<file path="config.mk">
export PLATFORM = sky130hd
export DESIGN_NAME = seq_div_flat
export DESIGN_NICKNAME = d
export VERILOG_FILES = /design/src/rtl/div_pkg.sv /design/src/rtl/seq_div_if.sv /design/src/rtl/div_step.sv /design/src/rtl/seq_div.sv /design/src/flat_wrapper.sv
export SDC_FILE = /design/constraint.sdc
export NUM_CORES = 1
export LEC_CHECK = 0
export BUFFER_PORTS_ARGS = -buffer_cell sky130_fd_sc_hd__buf_2
export CAP_MARGIN = 20
export CORE_MARGIN = 2
export CORE_UTILIZATION = 50
export CTS_BUF_LIST = sky130_fd_sc_hd__clkbuf_16
export DETAILED_ROUTE_END_ITERATION = 16
export PLACE_DENSITY = 0.79
export SYNTH_ARGS = -nofsm -noshare
export SYNTH_HDL_FRONTEND = slang
export SYNTH_SLANG_ARGS = --single-unit
</file>
<file path="constraint.sdc">
create_clock -name clk -period 7.77 [get_ports clk]
set_clock_uncertainty 0.15 [all_clocks]
set_input_delay 1.554 -clock clk [delete_from_list [all_inputs] [get_ports clk]]
set_output_delay 1.554 -clock clk [all_outputs]
set_load 0.02 [all_outputs]
</file>
<file path="src/rtl/div_pkg.sv">
// Shared types and helpers for the sequential radix-2 restoring divider.
package div_pkg;

  typedef enum logic [1:0] {IDLE, RUN, FIX, DONE} div_state_t;

  localparam int DIV_WIDTH = 64;

  // Callers sign-extend narrower operands to DIV_WIDTH first; the low bits then hold the magnitude.
  function automatic logic [DIV_WIDTH-1:0] abs_w(input logic [DIV_WIDTH-1:0] value,
                                                 input logic               is_signed);
    return (is_signed && value[DIV_WIDTH-1]) ? -value : value;
  endfunction

endpackage

</file>
<file path="src/rtl/seq_div_if.sv">
// Request/result bundle between the execute-stage issue logic and seq_div.
interface seq_div_if
  import div_pkg::*;
#(
  parameter int WIDTH = DIV_WIDTH
);
  logic             start;
  logic             flush;
  logic             is_signed;
  logic [WIDTH-1:0] dividend;
  logic [WIDTH-1:0] divisor;
  logic             busy;
  logic             done;
  logic [WIDTH-1:0] quotient;
  logic [WIDTH-1:0] remainder;

  modport master (
    output start, flush, is_signed, dividend, divisor,
    input  busy, done, quotient, remainder
  );

  modport slave (
    input  start, flush, is_signed, dividend, divisor,
    output busy, done, quotient, remainder
  );
endinterface

</file>
<file path="src/rtl/div_step.sv">
// One restoring-division iteration: shift in the next dividend bit, trial-subtract the divisor.
module div_step #(
  parameter int WIDTH = 64
) (
  input  logic [WIDTH:0]   r,
  input  logic [WIDTH-1:0] q,
  input  logic [WIDTH-1:0] d,
  output logic [WIDTH:0]   r_next,
  output logic [WIDTH-1:0] q_next
);
  logic [WIDTH:0] r_sh;
  logic [WIDTH:0] t;
  logic           unused_r_msb;

  // r stays below d, so its top bit is always clear and drops out of the shift.
  assign unused_r_msb = r[WIDTH];
  assign r_sh         = {r[WIDTH-1:0], q[WIDTH-1]};
  assign t            = r_sh - {1'b0, d};
  assign r_next       = t[WIDTH] ? r_sh : t;
  assign q_next       = {q[WIDTH-2:0], ~t[WIDTH]};
endmodule

</file>
<file path="src/rtl/seq_div.sv">
// Multi-cycle radix-2 restoring divider with RISC-V DIV/DIVU/REM/REMU result semantics.
module seq_div
  import div_pkg::*;
#(
  parameter int WIDTH = DIV_WIDTH  // 2 <= WIDTH <= DIV_WIDTH
) (
  input logic      clk,
  input logic      rst,
  seq_div_if.slave bus
);
  localparam int CNT_W = $clog2(WIDTH);

  div_state_t           state;
  div_state_t           state_nxt;
  logic                 accept;
  logic                 div_zero;
  logic                 last_step;
  logic [CNT_W-1:0]     count;
  logic [WIDTH:0]       r;
  logic [WIDTH:0]       r_next;
  logic [WIDTH-1:0]     q;
  logic [WIDTH-1:0]     q_next;
  logic [WIDTH-1:0]     d;
  logic                 neg_q;
  logic                 neg_r;
  logic [WIDTH-1:0]     quo;
  logic [WIDTH-1:0]     rem;
  logic [WIDTH-1:0]     q_fix;
  logic [WIDTH-1:0]     r_fix;
  logic [DIV_WIDTH-1:0] dvd_ext;
  logic [DIV_WIDTH-1:0] dvs_ext;
  logic [DIV_WIDTH-1:0] dvd_mag;
  logic [DIV_WIDTH-1:0] dvs_mag;

  assign div_zero  = (bus.divisor == '0);
  assign last_step = (count == CNT_W'(WIDTH - 1));

  always_comb begin
    dvd_ext = '0;
    dvs_ext = '0;
    if (bus.is_signed && bus.dividend[WIDTH-1]) dvd_ext = '1;
    if (bus.is_signed && bus.divisor[WIDTH-1])  dvs_ext = '1;
    dvd_ext[WIDTH-1:0] = bus.dividend;
    dvs_ext[WIDTH-1:0] = bus.divisor;
  end

  // MIN has no positive counterpart, but its magnitude fits as an unsigned value.
  assign dvd_mag = abs_w(dvd_ext, bus.is_signed);
  assign dvs_mag = abs_w(dvs_ext, bus.is_signed);

  div_step #(.WIDTH(WIDTH)) u_step (
    .r      (r),
    .q      (q),
    .d      (d),
    .r_next (r_next),
    .q_next (q_next)
  );

  assign q_fix = neg_q ? -q : q;
  assign r_fix = neg_r ? -r[WIDTH-1:0] : r[WIDTH-1:0];

  always_ff @(posedge clk or negedge rst) begin
    if (!rst) state <= IDLE;
    else      state <= state_nxt;
  end

  always_comb begin
    state_nxt = state;
    accept    = 1'b0;
    case (state)
      IDLE, DONE: begin
        state_nxt = IDLE;
        if (bus.start) begin
          accept    = 1'b1;
          state_nxt = div_zero ? DONE : RUN;
        end
      end
      RUN:     if (last_step) state_nxt = FIX;
      FIX:     state_nxt = DONE;
      default: state_nxt = IDLE;
    endcase
    // Abort wins over everything, including a start arriving on the same edge.
    if (bus.flush) begin
      state_nxt = IDLE;
      accept    = 1'b0;
    end
  end

  always_ff @(posedge clk or negedge rst) begin
    if (!rst) begin
      count <= '0;
      r     <= '0;
      q     <= '0;
      d     <= '0;
      neg_q <= 1'b0;
      neg_r <= 1'b0;
      quo   <= '0;
      rem   <= '0;
    end else if (accept) begin
      if (div_zero) begin
        quo <= '1;
        rem <= bus.dividend;
      end else begin
        q     <= dvd_mag[WIDTH-1:0];
        d     <= dvs_mag[WIDTH-1:0];
        r     <= '0;
        count <= '0;
        neg_q <= bus.is_signed & (bus.dividend[WIDTH-1] ^ bus.divisor[WIDTH-1]);
        neg_r <= bus.is_signed & bus.dividend[WIDTH-1];
      end
    end else if (!bus.flush) begin
      if (state == RUN) begin
        r     <= r_next;
        q     <= q_next;
        count <= count + 1'b1;
      end else if (state == FIX) begin
        quo <= q_fix;
        rem <= r_fix;
      end
    end
  end

  assign bus.busy      = (state == RUN) || (state == FIX);
  assign bus.done      = (state == DONE);
  assign bus.quotient  = quo;
  assign bus.remainder = rem;
endmodule

</file>
<file path="src/flat_wrapper.sv">
// flat-port wrapper written by rule: the top's interface ports become plain ports
module seq_div_flat import div_pkg::*;
#(
  parameter int WIDTH = DIV_WIDTH                            
)
  (clk, rst, bus_start, bus_flush, bus_is_signed, bus_dividend, bus_divisor, bus_busy, bus_done, bus_quotient, bus_remainder);
  seq_div_if #(.WIDTH(WIDTH)) bus_i ();
  input logic clk;
  input logic rst;
  input wire logic [$bits(bus_i.start)-1:0] bus_start;
  input wire logic [$bits(bus_i.flush)-1:0] bus_flush;
  input wire logic [$bits(bus_i.is_signed)-1:0] bus_is_signed;
  input wire logic [$bits(bus_i.dividend)-1:0] bus_dividend;
  input wire logic [$bits(bus_i.divisor)-1:0] bus_divisor;
  output wire logic [$bits(bus_i.busy)-1:0] bus_busy;
  output wire logic [$bits(bus_i.done)-1:0] bus_done;
  output wire logic [$bits(bus_i.quotient)-1:0] bus_quotient;
  output wire logic [$bits(bus_i.remainder)-1:0] bus_remainder;
  assign bus_i.start = bus_start;
  assign bus_i.flush = bus_flush;
  assign bus_i.is_signed = bus_is_signed;
  assign bus_i.dividend = bus_dividend;
  assign bus_i.divisor = bus_divisor;
  assign bus_busy = bus_i.busy;
  assign bus_done = bus_i.done;
  assign bus_quotient = bus_i.quotient;
  assign bus_remainder = bus_i.remainder;
  seq_div #(.WIDTH(WIDTH)) u_core (.clk(clk), .rst(rst), .bus(bus_i));
endmodule
</file>
==> results_dict.tcl <==
set metrics [dict create \
    status "finished clean" \
    initial_utilization 0.508 \
    cap_violations 0 \
    ir_worst_vdd_v 0.000273 \
    die_area_sq_mm 0.0480 \
    avgSynthCellArea_sq_um 7.92 \
    slew_violations 0 \
    path_class "in -> reg" \
    crit_chain "buf_2, inv_1, ha_1, nor3b_1, nand2_1, nor4_2, and2_4, nand3_4, nor4_4, a211o_4, buf_12, a22oi_1, o21ai_0" \
    drt_wl_total_um 75400 \
    worst_r2r_path_depth 15 \
    fill_cells 4181 \
    synthCells 2922 \
    setup_violations 0 \
    p_per_area_mw_per_mm2 349 \
    ant_nets 0 \
    critPathSlowestCell "nor4_4" \
    gp_congestion 1.02 \
    first_global_vias 20131 \
    hold_buffers 0 \
    crit_path_max_incr_delay_ps 780 \
    drc_errors 0 \
    p_int_mw 4.99 \
    post-route-period-util 0.669 \
    synthToLayoutAreaGrowth_pct 12.8 \
    end_kind "flop" \
    clock_sink_count 330 \
    design_area_sq_mm 0.0261 \
    critPathMaxFanout 117 \
    cts_resized 0 \
    slew_headroom 0.322 \
    via_per_inst 5.98 \
    cts_htree_levels 2 \
    cp.arrival_ps 5540 \
    hold_violations 0 \
    setup_tns_ps 0 \
    drive_gt1_frac 0.129 \
    yosysTopAreaCell "dfrtp_1" \
    ys_ff_latch 330 \
    drt_iter0_drc 2401 \
    path_delay_family "simple AND/OR/NAND/NOR gates" \
    holdPathStages 2 \
    power_leakage_nw 11.9 \
    cts_tree "built" \
    grt_antenna_before_repair 2 \
    synth_area_sq_mm 0.0231 \
    worst_slew_pin_slew_ps 1010 \
    synth.area.top_cells "dfrtp_1, a21oi_1, xor2_1, nand2_1, o21ai_0" \
    overflow 0 \
    post-place-ws_ps 2030 \
    core_sq_mm 0.0456 \
    routedWlPerCell_um 20.3 \
    synthDistinctLibCells 86 \
    final_util 0.573 \
    synthArstFlopShare 1.00 \
    synthFlopType "dfrtp_1" \
    holdCritPathClass "reg -> reg" \
    ios 263 \
    seqPwrFrac 0.322 \
    ys_warn_count 0 \
    critical_path_buf_inv_count 3 \
    final_cells 3711 \
    place_hpwl_um 57000 \
    post-cts-setup-buffers 0 \
    power.switching_mw 4.12 \
    syn_nets 3128 \
    crit_cells 13 \
    rows 78 \
    clk_pin_slew_ps 60 \
    grt_pass1_wl_um 116000 \
    drtPass1Iterations 5 \
    worstSkewPairLatency_ps 590 \
    p_sw_frac 0.452 \
    dpl_cell_area_sq_mm 0.0247 \
    synth_commonest_cells "nand2_1, nor2_1, dfrtp_1" \
    num_vias 22190 \
    synth_edf_count 0 \
    clockPowerShare 0.221 \
    rsz0062_at_grt "false" \
    synth_top_area_share 0.357 \
    combPwrFrac 0.457 \
    yosysMostFrequentCell "nand2_1" \
    die_x_um 219 \
    yosysSeqAreaShare 0.357 \
    root_buffer "clkbuf_16" \
    nets 3285 \
    power.total_mw 9.11 \
    portBuffers 262 \
    grt.total_usage 0.310 \
    startpoint_type "primary input" \
    cts_buffers 38 \
    die_height_um 219 \
    crit_required_ps 8120 \
    clk_path_buf_depth 3 \
    max_freq_ghz 0.192 \
    period_needed_ps 5200 \
    post-place-cells 3639 \
    grt_max_degree 118 \
    hold_slack_ps 330 \
    setup_slack_ps 2570 \
]
worst reg2reg max path: cells and delay by family, from the launching register on:
family	cells	cell delay, ps
AO/OA/AOI/OAI	6	1740
flip-flops	1	620
buffers and inverters	3	840
adder cells (fa/ha/maj)	1	440
XOR/XNOR	1	530
AND/OR/NAND/NOR	4	610
cells in the final DEF (no fill, tap or decap), types with 22 or more instances in the layout:
master     instances
ha_1              72
nand2b_1          23
o41ai_1           22
or3_1             39
nand2_1          392
or4_1             24
a21o_1            34
nand4_1           25
clkbuf_16         38
nand3_1           31
o31ai_1           52
inv_1            103
a21oi_1          323
a31oi_1           42
buf_2            261
nor2_1           342
xnor2_1          120
o21ai_1           67
o21ai_0          258
xor2_1           181
dfrtp_1          329
nor3_1            42
power by group through the flow:
stage,logic [mW],registers [mW],clock network (mW)
after floorplan,2.61,3.14,0
after global placement,4.04,2.92,0
after detailed placement,4.09,2.94,0
after CTS,4.14,2.92,2.03
after global routing,4.60,3.00,2.10
final,4.17,2.93,2.01
final cells by class:
cell class	count	area (sq um)	share of cell area
Timing Repair Buffer	284	1510	0.0579
Antenna cell	2	5.00	0.000192
Sequential cell	330	8260	0.316
Multi-Input combinational cell	2325	13800	0.529
Inverter	100	375	0.0144
Clock inverter	32	439	0.0168
Tap cell	600	751	0.0288
Clock buffer	38	951	0.0364
worst paths after layout:
path	from	end	slack, ps
setup / recovery	bus_divisor[0]	u_core.q[2]	2570
setup reg to reg	u_core.r[0]	u_core.r[63]	2700
min in group asynchronous	rst	u_core.bus.quotient[52]	890
max in group asynchronous	rst	u_core.r[16]	5100
hold reg to reg	u_core.bus.remainder[5]	u_core.bus.remainder[5]	330
hold / removal	u_core.bus.remainder[5]	u_core.bus.remainder[5]	330
flip-flops by register name, summed over array words and instances, names as in the netlist:
| register | flops |
|---|---|
| u_core.q | 64 |
| u_core.d | 64 |
| u_core.state | 2 |
| u_core.neg_q | 1 |
| u_core.count | 6 |
| u_core.bus.quotient | 64 |
| u_core.neg_r | 1 |
| u_core.bus.remainder | 64 |
| u_core.r | 64 |
layer usage:
layer	vias up	track usage	share of wire
li1	10564	-	-
met5	-	0	0
met3	126	0.0478	0.079
met2	923	0.493	0.46
met4	0	0.128	0.041
met1	10577	0.423	0.42
cell families (layout without fill, tap and decap cells):
group / after synthesis / after routing / synth area share
xor+xnor: 302 / 302 / 0.114
buf+inv: 267 / 454 / 0.0501
other cells: 0 / 2 / 0
simple gates: 1027 / 1027 / 0.204
flops: 330 / 330 / 0.357
mux: 11 / 11 / 0.00486
compound gates: 912 / 912 / 0.231
fa+ha+maj: 73 / 73 / 0.0398
(Power assumes the default switching activity.)
